==> src/rtl/dmem_access_ctrl.sv <==
`default_nettype none
// ============================================================================
//  Module   : dmem_access_ctrl
//  Purpose  : MEM-stage data-memory access sequencer. Turns a load/store held
//             in the EX/MEM register into a single request/ready transaction
//             against a variable-latency data memory. It stalls the front of
//             the pipeline until the access completes, and presents load data
//             with a one-cycle valid pulse.
//  Revision : 1.0 - initial release
// ----------------------------------------------------------------------------
//  Ports
//    clk, reset            rising-edge clock, synchronous active-high reset
//    memread/memwrite_EX_MEM, alu_result_EX_MEM, read_data2_EX_MEM
//                          access request, address and store data
//    mem_req/mem_we/mem_addr/mem_wdata
//                          registered memory request bus
//    mem_ready/mem_rdata   memory completion and read data
//    stall                 combinational pipeline freeze
//    read_data_MEM/rdata_valid
//                          captured load data and its one-cycle strobe
//    access_err            sticky timeout flag
//  Configuration
//    DMEM_TIMEOUT_EN       when defined, builds a BUSY watchdog that aborts an
//                          access after TIMEOUT_CYCLES cycles without ready
// ============================================================================
module dmem_access_ctrl #(
    parameter int ADDR_W         = 32,
    parameter int DATA_W         = 32,
    parameter int TIMEOUT_CYCLES = 16
) (
    input  logic              clk,
    input  logic              reset,
    input  logic              memread_EX_MEM,
    input  logic              memwrite_EX_MEM,
    input  logic [ADDR_W-1:0] alu_result_EX_MEM,
    input  logic [DATA_W-1:0] read_data2_EX_MEM,
    output logic              mem_req,
    output logic              mem_we,
    output logic [ADDR_W-1:0] mem_addr,
    output logic [DATA_W-1:0] mem_wdata,
    input  logic              mem_ready,
    input  logic [DATA_W-1:0] mem_rdata,
    output logic              stall,
    output logic [DATA_W-1:0] read_data_MEM,
    output logic              rdata_valid,
    output logic              access_err
);

    typedef enum logic [1:0] {
        ST_IDLE = 2'd0,
        ST_BUSY = 2'd1,
        ST_DONE = 2'd2
    } state_t;

    state_t            r_state;
    state_t            w_state_nxt;

    logic              r_mem_req;
    logic              r_mem_we;
    logic [ADDR_W-1:0] r_mem_addr;
    logic [DATA_W-1:0] r_mem_wdata;
    logic [DATA_W-1:0] r_read_data;

    logic              w_access;
    logic              w_timeout;
    logic              w_stall;
    logic              w_rdata_valid;

    assign w_access = memread_EX_MEM | memwrite_EX_MEM;

    // ------------------------------------------------------------------------
    // State register
    // ------------------------------------------------------------------------
    always_ff @(posedge clk) begin
        if (reset) begin
            r_state <= ST_IDLE;
        end else begin
            r_state <= w_state_nxt;
        end
    end

    // ------------------------------------------------------------------------
    // Next state and combinational outputs. DONE never looks at the request:
    // EX/MEM still holds the finished instruction during DONE and only
    // advances at the end of it.
    // ------------------------------------------------------------------------
    always_comb begin
        w_state_nxt   = r_state;
        w_stall       = 1'b0;
        w_rdata_valid = 1'b0;
        case (r_state)
            ST_IDLE: begin
                if (w_access) begin
                    w_stall     = 1'b1;
                    w_state_nxt = ST_BUSY;
                end
            end
            ST_BUSY: begin
                w_stall = 1'b1;
                if (mem_ready || w_timeout) begin
                    w_state_nxt = ST_DONE;
                end
            end
            ST_DONE: begin
                w_rdata_valid = ~r_mem_we;
                w_state_nxt   = ST_IDLE;
            end
            default: begin
                w_state_nxt = ST_IDLE;
            end
        endcase
    end

    // ------------------------------------------------------------------------
    // Request bus and load-data capture. A simultaneous read+write request
    // issues as a write because mem_we follows memwrite alone.
    // ------------------------------------------------------------------------
    always_ff @(posedge clk) begin
        if (reset) begin
            r_mem_req   <= 1'b0;
            r_mem_we    <= 1'b0;
            r_mem_addr  <= '0;
            r_mem_wdata <= '0;
            r_read_data <= '0;
        end else begin
            case (r_state)
                ST_IDLE: begin
                    if (w_access) begin
                        r_mem_req   <= 1'b1;
                        r_mem_we    <= memwrite_EX_MEM;
                        r_mem_addr  <= alu_result_EX_MEM;
                        r_mem_wdata <= read_data2_EX_MEM;
                    end
                end
                ST_BUSY: begin
                    // ready wins over a timeout landing in the same cycle
                    if (mem_ready) begin
                        r_mem_req <= 1'b0;
                        if (!r_mem_we) begin
                            r_read_data <= mem_rdata;
                        end
                    end else if (w_timeout) begin
                        r_mem_req   <= 1'b0;
                        r_read_data <= '0;
                    end
                end
                default: begin
                end
            endcase
        end
    end

`ifdef DMEM_TIMEOUT_EN
    localparam int                 c_cnt_w    = $clog2(TIMEOUT_CYCLES + 1);
    localparam logic [c_cnt_w-1:0] c_cnt_last = c_cnt_w'(TIMEOUT_CYCLES - 1);

    logic [c_cnt_w-1:0] r_busy_cnt;
    logic               r_access_err;

    // r_busy_cnt holds the number of BUSY cycles already elapsed, so the
    // abort fires in the TIMEOUT_CYCLES-th BUSY cycle.
    always_ff @(posedge clk) begin
        if (reset) begin
            r_busy_cnt   <= '0;
            r_access_err <= 1'b0;
        end else begin
            if (r_state == ST_BUSY) begin
                r_busy_cnt <= r_busy_cnt + 1'b1;
            end else begin
                r_busy_cnt <= '0;
            end
            if (w_timeout) begin
                r_access_err <= 1'b1;
            end
        end
    end

    assign w_timeout  = (r_state == ST_BUSY) && !mem_ready && (r_busy_cnt == c_cnt_last);
    assign access_err = r_access_err;
`else
    // The timeout length only matters when the watchdog is built.
    logic w_unused_cfg;
    assign w_unused_cfg = (TIMEOUT_CYCLES > 0);

    assign w_timeout  = 1'b0;
    assign access_err = 1'b0;
`endif

    assign mem_req       = r_mem_req;
    assign mem_we        = r_mem_we;
    assign mem_addr      = r_mem_addr;
    assign mem_wdata     = r_mem_wdata;
    assign read_data_MEM = r_read_data;
    assign stall         = w_stall;
    assign rdata_valid   = w_rdata_valid;

endmodule
`default_nettype wire

==> config.mk <==
export PLATFORM = sky130hd
export DESIGN_NAME = dmem_access_ctrl
export DESIGN_NICKNAME = d
export VERILOG_FILES = /design/src/rtl/dmem_access_ctrl.sv
export SDC_FILE = /design/constraint.sdc
export NUM_CORES = 1
export LEC_CHECK = 0
export ABC_CLOCK_PERIOD_IN_PS = 1520
export CORE_MARGIN = 10
export CORE_UTILIZATION = 41
export DETAILED_ROUTE_END_ITERATION = 6
export PLACE_DENSITY = 0.87
export RECOVER_POWER = 50
export SETUP_SLACK_MARGIN = 0.4
export SYNTH_ARGS = -nofsm -noshare
export SYNTH_HDL_FRONTEND = slang
export SYNTH_SLANG_ARGS = --single-unit
==> constraint.sdc <==
create_clock -name clk -period 1.52 [get_ports clk]
set_input_delay 0.228 -clock clk [delete_from_list [all_inputs] [get_ports clk]]
set_output_delay 0.228 -clock clk [all_outputs]
set_load 0.03 [all_outputs]
### Word level (Yosys, flattened, before mapping)

Index checks and enable logic that the tools add are counted.

| word-level totals | value |
|---|---|
| input port bits | 101 |
| logic and storage cells | 27 |
| output and inout port bits | 101 |
| bits in registers | 100 |

| cells by class | value |
|---|---|
| bitwise operators | 2 |
| muxes and demuxes | 9 |
| equal/unequal tests | 4 |
| reductions and logical operators | 6 |

Operator list:

| operator | number |
|---|---|
| $reduce_and A3 Y1 | 2 |
| $mux W1 | 4 |
| $mux W2 | 2 |
| $ne A2 B2 Y1 const B | 2 |
| $pmux W1 S2 | 2 |
| $pmux W2 S2 | 1 |
| $reduce_and A2 Y1 | 2 |
| $eq A2 B1 Y1 const B | 1 |
| $eq A2 B2 Y1 const B | 1 |
| $logic_not A2 Y1 | 1 |
| $reduce_bool A2 Y1 | 1 |
| $not A1 Y1 | 1 |
| $or A1 B1 Y1 | 1 |

### Depth between registers and ports, before layout

Gate-level depths: netlist (run 1).

| logic depth | value |
|---|---|
| word-level depth | 3 |
| depth in mapped cells | 5 |
| gate-level depth less buffers | 3 |

### Least setup slack after synthesis (run 1)

Ideal clock, no wire load.

| path | value |
|---|---|
| kind | reg2out |
| start point | register r_mem_we (netlist: mem_we) |
| end point | output port rdata_valid |
| cell stages (with the launch flop) | 2 |
| data arrival time | 1.200 ns |
| setup slack | 0.092 ns |
| path through | dfxtp_1 nor3b_1 |

| between the ends | value |
|---|---|
| longest elaborated chain between the ends | 2 |

Ends and longest elaborated chain:

| what | line | RTL |
|---|---|---|
| start, declared | 59 | `logic r_mem_we;` |
| start signal, assigned | 130 | `r_mem_we <= memwrite_EX_MEM;` |
| $not A1 Y1 (no source line) | n/a |  |
| $mux W1 | 91 | `case (r_state)` |
| end, declared | 45 | `output logic rdata_valid,` |

Every way passes these cells.

### Worst setup path in the final report (run 1)

| path | value |
|---|---|
| start point | input port memread_EX_MEM |
| end point | output port stall |

| between the ends | value |
|---|---|
| longest elaborated chain between the ends | 3 |

Ends and longest elaborated chain:

| what | line | RTL |
|---|---|---|
| start, declared | 33 | `input logic memread_EX_MEM,` |
| $or A1 B1 Y1 | 69 | `assign w_access = memread_EX_MEM \| memwrite_EX_MEM;` |
| $mux W1 | 93 | `if (w_access) begin` |
| $pmux W1 S2 | 91 |  |
| end, declared | 43 | `output logic stall,` |

Every way passes these cells.

==> run metrics, run 1 <==
outcome finished, final reports clean; wire per inst 18.9 um; area grow syn2layout 73.4%; final net count 767; DR iter-0 viols ~130; M2 GR Usage approximately 33%; Critical Path End Type output pin; ranking of synthesized cells by area dfxtp_1 47%, nand2b_1 19%, mux2i_1 15%; fin crit share 96.0%; CTS H-tree depth 3; CTS Buf Count 9; clk buf depth 2; Leak 3.06 nW; DPL Wire Length 9620 um; DRT Pass-1 Iters 4; final wirelength between 15000 and 20000 um; Syn Inst Count 439; Cell Area, Synth 4240 um2; register area 2010 um2; core region area 10200 um2; Arrival @ worst endpoint 1.23 ns; clk slew on worst S/H paths 0.10 ns; Placer Congestion 0.793; fillers 722; largest area contributor in the netlist dfxtp_1; GRT Total Usage 17.4%; hold_buf cts 0; Placed Cells 753; Ys Warns 0; commonest non-fill, non-tap cells in the layout 128 x nand2b_1, 98 x clkdlybuf4s50_1, 96 x dfxtp_1, 94 x buf_6, 64 x mux2i_1; first-pass GRT wire length 20600 um; pwr dens slightly above 900 nW/um2; RSZ-0062 raised after global routing yes; Final Critical Period 1.46 ns; DR vias between 3000 and 4000; Row Count 37; Mapped Avg Cell Area 9.66 um2; CP Launch Type primary input; Slew Limit Fails 0; sequential area share after synthesis 47.2%; Post-Route Skew 0.0159 ns; Initial Util 41.6%; Seq cells post-synth 100; largest net degree at the start of global routing 62; Die ar. 14800 um2; Synth Net Count 540; multi-input logic area around 2300 um2; met3 GRT Util 6.75%; CP max-delay cell clkdlybuf4s50_1; Max FO, Critical Path 4; Max VDD drop 548 uV; number of top-level pins 202; Unique masters post-synth 22; leading cell type in the layout, fill and taps excluded nand2b_1; Post-DRT Antenna Nets 0; Core Util, Final between 70% and 80%; final setup vio count 0; met1 Track Usage GR 17.1%; share of cells above drive strength 1 about a third; Final Hold Vio Count 0; GR peak layer met2; vias in the first global route between 3000 and 4000; Yosys top cell area share 47.2%; count of input and output buffers 200; Hold Crit Class primary input to flop; initial antenna violation count 0; Max stage delay on crit path 0.52 ns; Clk Latency, worst-skew pair approximately 0.35 ns; DRC viols 0; clk root buf clkbuf_8; antenna fix cells 0; FMAX 685 MHz; Max-Cap Viols 0; TritonCTS clock tree yes; Sink Count 100; Critical Path RT 1.29 ns; critical-path cell list clkdlybuf4s50_1 -> nor3_4 -> nor2_1 -> buf_4; TNS Setup 0 ns; Die Width 122 um; global route overflow 0; chip height 122 um; Vias/cell 4.84; Non-Filler Instances 807; Crit Path Category primary input to output pin
[cell type report]
| class | count | area share (%) |
|---|---|---|
| timing repair buffer | 250 | 36.3 |
| multi-input combinational | 305 | 31.5 |
| sequential | 100 | 27.3 |
| tap | 136 | 2.31 |
| clock buffer | 12 | 1.97 |
| clock inverter | 4 | 0.663 |
[worst paths after layout]
kind / startpoint / to / slack (ns) / cells past startpoint
max: memread_EX_MEM / stall / 0.06 / 4
min: reset / mem_req / 0.30 / 2
max reg2reg: r_state[0] / read_data_MEM[27] / 0.10 / 6
min reg2reg: mem_addr[5] / mem_addr[5] / 0.48 / 2
[worst max-delay path, delay by kind of cell]
family        cells  cell delay (ns)
buf+inv           2             0.69
simple gates      2             0.31
[cell usage after synthesis]
library cell and number:
clkbuf_1 15, buf_6 3, mux2i_1 64, buf_2 7, buf_4 2, nor2_1 2, buf_12 7, nor2_2 1
dfxtp_1 100, conb_1 1, a21oi_1 34, and4bb_1 1, nand2b_1 128, nand3b_1 1, nor3_1 1, nand2_1 66
a2111oi_0 1, o21a_4 1, nand4bb_1 1, o21ai_0 1, nor3b_1 1, a21bo_2 1
[metrics by stage]
stage | cell area, um2 | hold slack (ns) | worst slack, ns | total power [W]
after floorplan | 4260 | 0.340 | 0.404 | 0.00394
after global placement | 6310 | 0.441 | 0.0529 | 0.00462
after detailed placement | 6310 | 0.447 | -0.0831 | 0.00467
after CTS | 6710 | 0.243 | 0.0873 | 0.00656
after global routing | 7350 | 0.311 | 0.0308 | 0.00700
final | 7350 | 0.297 | 0.0609 | 0.00673
[sequential cells by signal, indices dropped and copies added (netlist names)]
signal and cells:
mem_req 1, read_data_MEM 32, mem_wdata 32, mem_addr 32, mem_we 1, r_state 2
[logic make-up after synthesis]
family,synth area share [%]
buf+inv,6.61
compound gates,4.93
other cells,0.0884
mux,15.1
flops,47.2
simple gates,26.1
[repair_timing]
| item | 4_1_cts | 5_1_grt |
|---|---|---|
| gates cloned | 7 | 1 |
| buffers inserted | 7 | 23 |
| pin swaps | 4 | 52 |
| endpoints found under the setup margin | 196 | 190 |
| gates resized for setup | 653 | 242 |
[layer usage]
metal | vias up | part of all wire, %
met5 | - | 0
li1 | 1864 | -
met1 | 1856 | 35
met4 | 0 | 2.7
met3 | 32 | 7.2
met2 | 151 | 55
[report_power, final]
group	leakage, nW	total, W	switching (W)	internal, W
logic	2.14	0.00204	0.000970	0.00107
clock network	0.100	0.00172	0.000910	0.000808
registers	0.823	0.00297	0.000153	0.00282
total	3.06	0.00673	0.00203	0.00470
Power figures use the tool's default switching activity.
==> run 2, diff against run 1 <==
Settings changed: ABC_CLOCK_PERIOD_IN_PS 1520 to 1400, PLACE_DENSITY 0.87 to 0.77.
Clock period 1.52 ns to 1.4 ns, I/O delays scaled along.
==> run 2 against run 1 <==
  * The flow now finishes with violations (setup timing)
  * Critical path depth up 3
  * Critical path type is now flop to flop
  * Power rose by 9.7%
  * Wire length decreased by 6.2%
  * Setup slack got worse by 0.067 ns
  * Sequential share of layout area rose by 0.45 points
  * Critical endpoint is now mem_addr[18]
==> run metrics, run 2 (synthesis results as in run 1) <==
DRT Pass-1 Iters 4 (unchanged); initial antenna violation count 0 (unchanged); area grow syn2layout 80.4% (was 73.4%); Final Critical Period 1.41 ns; DRC viols 0 (unchanged); switching power 0.00219 W (was 0.00203 W); clk buf depth 2 (unchanged); Post-Route Skew 0.00898 ns (was 0.0159 ns); Max FO, Critical Path 7 (was 4); fin area 7650 um2 (was 7350 um2); Comb pwr share 31.6% (was 30.3%); Critical Path RT 1.67 ns (was 1.29 ns); Arrival @ worst endpoint 1.67 ns (was 1.23 ns); chip height 122 um (unchanged); Die Width 122 um (unchanged); Placed Area 6370 um2 (was 6310 um2); Final WS setup -0.00604 ns (was 0.0609 ns); antenna fix cells 0 (unchanged); Slew Limit Fails 0 (unchanged); WP buf/inv 4 (was 2); Non-Filler Instances 838 (was 807); vias in the first global route 3943 (was 3933); Initial Util 41.6% (unchanged); Post-DRT Antenna Nets 0 (unchanged); failing checks setup timing; number of top-level pins 202 (unchanged); Clock power frac 24.5% (was 25.5%); RSZ-0062 raised after global routing yes (unchanged); count of input and output buffers 200 (unchanged); CP max-delay cell dfxtp_2 (was clkdlybuf4s50_1); outcome complete, but fails checks (was finished, final reports clean); delay-heaviest family, CP buffers and inverters (unchanged); global route overflow 0 (unchanged); wire per inst 17.1 um (was 18.9 um); Vias/cell 4.70 (was 4.84); Row Count 37 (unchanged); clk root buf clkbuf_8 (unchanged); first-pass GRT wire length 20600 um (about the same); Max stage delay on crit path 0.34 ns (was 0.52 ns); pwr dens 965 nW/um2 (was 915 nW/um2); Die ar. 14800 um2 (unchanged); final wirelength 14300 um (was 15300 um); TritonCTS clock tree yes (unchanged); Crit Path Category flop to flop (was primary input to output pin); leading cell type in the layout, fill and taps excluded nand2b_1 (unchanged); CTS H-tree depth 3 (unchanged); Sink Count 100 (unchanged); core region area 10200 um2 (unchanged); DR vias 3938 (was 3903); share of cells above drive strength 1 48.0% (was 32.8%); Max-Cap Viols 0 (unchanged); Placed Cells 759 (was 753); Max VDD drop 649 uV (was 548 uV); Clk Latency, worst-skew pair 0.35 ns (about the same); Pint 0.00519 W (was 0.00470 W); fin crit share 100%; DR iter-0 viols 143 (was 134); FMAX 711 MHz; commonest non-fill, non-tap cells in the layout 128 x nand2b_1, 104 x buf_6, 99 x clkdlybuf4s50_1, 91 x dfxtp_2, 63 x mux2i_1 (was 128 x nand2b_1, 98 x clkdlybuf4s50_1, 96 x dfxtp_1, 94 x buf_6, 64 x mux2i_1); final setup vio count 1 (was 0); Critical Path End Type flop (was output pin); Leak 3.29 nW (was 3.06 nW); CTS Buf Count 9 (unchanged); GRT Total Usage 17.4% (about the same); Placer Congestion 0.759 (was 0.793); DPL Wire Length 9650 um (was 9620 um); CP Launch Type flop (was primary input); Final Hold Vio Count 0 (unchanged); critical-path cell list buf_6 -> nor2_4 -> o21a_4 -> buf_12 -> buf_6 -> buf_12 -> mux2i_1 (was clkdlybuf4s50_1 -> nor3_4 -> nor2_1 -> buf_4); largest net degree at the start of global routing 93 (was 62); Flop pwr share 44.0% (was 44.1%); Hold Crit Class primary input to flop (unchanged); final net count 798 (was 767); clk slew on worst S/H paths 0.09 ns (was 0.10 ns); Sw Ratio 29.7% (was 30.2%)
## run 2: cell types whose count changed in the layout (fill, tap and decap cells not counted), sizes merged
cell           delta
clkinvlp          +1
bufbuf            -4
clkbuf            -7
dlygate4sd2       -1
buf              +42
clkdlybuf4s50     +1
inv               +1
clkinv            -2
## run 2: cell type report
class | count | area, um2
Clock inverter | 4 | 48.8
Timing Repair Buffer | 281 | 2980
Multi-Input combinational cell | 305 | 2200
Fill cell | 710 | 2530
Sequential cell | 100 | 2120
Clock buffer | 12 | 135
Tap cell | 136 | 170
## run 2: worst paths after layout
check / startpoint / end / depth (start not counted) / slack, ns
setup / recovery: r_state[0] / mem_addr[18] / 7 / -0.006
hold / removal: reset / r_state[0] / 2 / 0.22
setup reg to reg: r_state[0] / mem_addr[18] / 7 / -0.006
hold reg to reg: read_data_MEM[14] / read_data_MEM[14] / 2 / 0.47
## run 2: what timing repair did
item	4_1_cts	5_1_grt
pin swaps	2	28
resized for setup	799	71
setup buffers	34	23
hold buffers	0	0
gates cloned	3	3
endpoints found under the setup margin	196	199
## run 2: layer usage
layer  vias up  routed length, um  GRT usage, %
met5         -                  0             0
met2       125               7740          31.8
met3        28                855          4.86
met1      1862               5310          17.9
met4         0                437          8.42
li1       1923                  -             -
## run 2: stage by stage
step                utilization [%]  setup TNS [ns]  setup slack [ns]  power (W)  hold WS [ns]
detailed placement             62.5          -12.58            -0.384    0.00511         0.449
CTS                            70.7               0           0.00908    0.00726         0.228
finish                         75.1        -0.00604          -0.00604    0.00738         0.219
global placement               62.5          -10.36            -0.379    0.00507         0.442
global route                   75.1          -0.794           -0.0834    0.00770         0.234
floorplan                         -               0             0.284    0.00429         0.323
## run 2: power by group through the flow
stage	clock network [W]	logic, W	registers (W)
4_1_cts	0.00186	0.00215	0.00325
5_1_grt	0.00198	0.00246	0.00327
2_1_floorplan	0	0.000647	0.00364
3_3_place_gp	0	0.00185	0.00322
3_5_place_dp	0	0.00188	0.00323
6_report	0.00181	0.00233	0.00325
## run 2: worst reg2reg max path, stage by stage (launching register included)
cell,delay [ns]
dfxtp_2,0.34
buf_6,0.14
nor2_4,0.11
o21a_4,0.17
buf_12,0.12
buf_6,0.10
buf_12,0.12
mux2i_1,0.22
==> run 3, diff against run 2 <==
Settings changed: PLACE_DENSITY 0.77 to 0.87, SKIP_CTS_REPAIR_TIMING set to 1.
==> run 3 against run 2 <==
  * Die area is the same
  * Setup slack worse by 0.053 ns
  * Largest cell class unchanged
  * First-iteration DRC count rose by 52%
  * Clock skew rose by 0.0027 ns
  * Critical path depth decreased by 1
  * Global-route usage fell by 1.2 points
  * Largest power group unchanged
  * Critical path type unchanged
  * Combinational power shrank 8%
  * Highest routed layer unchanged
  * Power decreased by 1.1%
  * Final cell count is 3.9% lower
  * Final area fell by 4.5%
  * Critical endpoint is now read_data_MEM[31]
  * The run still ends with setup timing left
  * Flip-flop and latch count is the same
  * Non-clock buffer count decreased by 34
==> run metrics, run 3 (synthesis results as in run 1) <==
outcome complete, but fails checks (unchanged); failing checks setup timing (unchanged); TNS Setup -0.0854 ns (was -0.00604 ns); fin area 7310 um2 (was 7650 um2); FMAX 686 MHz (was 711 MHz); Die Width 122 um (unchanged); core region area 10200 um2 (unchanged); Placed Area 6320 um2 (was 6370 um2); Arrival @ worst endpoint 1.75 ns (was 1.67 ns); Final Hold Vio Count 0 (unchanged); vias in the first global route 3654 (was 3943); CTS Buf Count 9 (unchanged); Die ar. 14800 um2 (unchanged); antenna fix cells 0 (unchanged); DRT Pass-1 Iters 4 (unchanged); WP depth 6 (was 7); commonest non-fill, non-tap cells in the layout 128 x nand2b_1, 102 x buf_6, 99 x clkdlybuf4s50_1, 99 x dfxtp_2, 63 x mux2i_1 (was 128 x nand2b_1, 104 x buf_6, 99 x clkdlybuf4s50_1, 91 x dfxtp_2, 63 x mux2i_1); Critical Path RT 1.69 ns (was 1.67 ns); Critical Path End Type flop (unchanged); final setup vio count 3 (was 1); clk buf depth 2 (unchanged); largest net degree at the start of global routing 101 (was 93); count of input and output buffers 200 (unchanged); chip height 122 um (unchanged); wire per inst 18.2 um (was 17.1 um); delay-heaviest family, CP buffers and inverters (unchanged); Core Util, Final 71.7% (was 75.1%); area grow syn2layout 72.2% (was 80.4%); critical-path cell list buf_6 -> buf_4 -> and4bb_4 -> clkbuf_16 -> nand2_1 -> a21oi_1 (was buf_6 -> nor2_4 -> o21a_4 -> buf_12 -> buf_6 -> buf_12 -> mux2i_1); initial antenna violation count 0 (unchanged); DR vias 3890 (was 3938); RSZ-0062 raised after global routing yes (unchanged); pwr dens 999 nW/um2 (was 965 nW/um2); number of top-level pins 202 (unchanged); leading cell type in the layout, fill and taps excluded nand2b_1 (unchanged); first-pass GRT wire length 19200 um (was 20600 um); Sink Count 100 (unchanged); Total Power 0.00730 W (was 0.00738 W); Final WS setup -0.0586 ns (was -0.00604 ns); Post-Route Skew 0.0117 ns (was 0.00898 ns); clk slew on worst S/H paths 0.10 ns (was 0.09 ns); final net count 765 (was 798); register area 2130 um2 (was 2120 um2); Final Critical Period 1.46 ns (was 1.41 ns); TritonCTS clock tree yes (unchanged); fillers 690 (was 710); Max FO, Critical Path 8 (was 7); DPL Wire Length 9700 um (was 9650 um); Max stage delay on crit path 0.37 ns (was 0.34 ns); final wirelength 14700 um (was 14300 um); multi-input logic area 2160 um2 (was 2200 um2); GRT Total Usage 16.2% (was 17.4%); Crit Path Category flop to flop (unchanged); DR iter-0 viols 218 (was 143); CP Launch Type flop (unchanged); Placer Congestion 0.791 (was 0.759); fin crit share 104% (was 100%); Hold Worst Slack 0.175 ns (was 0.219 ns); Post-DRT Antenna Nets 0 (unchanged); Slew Limit Fails 0 (unchanged); Vias/cell 4.83 (was 4.70); share of cells above drive strength 1 47.7% (was 48.0%); Row Count 37 (unchanged); Initial Util 41.6% (unchanged); Leak 3.06 nW (was 3.29 nW); DRC viols 0 (unchanged); CP max-delay cell dfxtp_2 (unchanged); CTS H-tree depth 3 (unchanged); Max-Cap Viols 0 (unchanged); Clk Latency, worst-skew pair 0.37 ns (was 0.35 ns); Reg2Reg Depth 6 (was 7); WP buf/inv 3 (was 4); clk root buf clkbuf_8 (unchanged); Hold Crit Class primary input to flop (unchanged); hold path depth 2 (unchanged); Max VDD drop 522 uV (was 649 uV); global route overflow 0 (unchanged)
run 3: cell types whose count changed in the layout (fill, tap and decap cells not counted), moves of 4 or more:
cell / before / now
nand2_1: 48 / 44
buf_4: 58 / 32
dfxtp_2: 91 / 99
clkbuf_1: 6 / 0
dfxtp_1: 7 / 0
buf_12: 9 / 5
nand2_4: 12 / 3
nand2_2: 6 / 19
run 3: final cells by class:
type | instances | area share (%)
timing repair buffer | 247 | 36.2
multi-input combinational | 306 | 29.6
sequential | 100 | 29.1
tap | 136 | 2.33
clock buffer | 10 | 1.88
clock inverter | 6 | 0.856
run 3: layer usage:
layer | GRT usage [%] | vias up | part of all wire (%)
met3 | 5.46 | 32 | 6.5
met1 | 16.4 | 1853 | 36
met4 | 7.00 | 0 | 2.8
met2 | 29.7 | 146 | 55
li1 | - | 1859 | -
met5 | 0 | - | 0
run 3: metrics by stage:
stage                     setup slack (ns)  instances
after floorplan                      0.284        439
after global placement              -0.391        756
after detailed placement            -0.383        756
after CTS                           -0.428        772
after global routing                -0.154        805
final                              -0.0586        805
run 3: worst paths after layout:
kind                     startpoint           endpoint  slack [ns]
setup / recovery         r_state[0]  read_data_MEM[31]       -0.06
hold / removal                reset         r_state[0]        0.17
setup reg to reg         r_state[0]  read_data_MEM[31]       -0.06
hold reg to reg   read_data_MEM[21]  read_data_MEM[21]        0.47
run 3: power by group:
| part | total (W) | switching (W) | internal (W) | leakage, nW |
|---|---|---|---|---|
| logic | 0.00215 | 0.00102 | 0.00113 | 2.09 |
| clock network | 0.00189 | 0.00101 | 0.000874 | 0.103 |
| registers | 0.00326 | 0.000161 | 0.00310 | 0.860 |
run 3: worst register-to-register path, cell delays in order (launching register included):
cell and delay (ns):
dfxtp_2 0.37, buf_6 0.13, buf_4 0.11, and4bb_4 0.32
clkbuf_16 0.19, nand2_1 0.08, a21oi_1 0.18
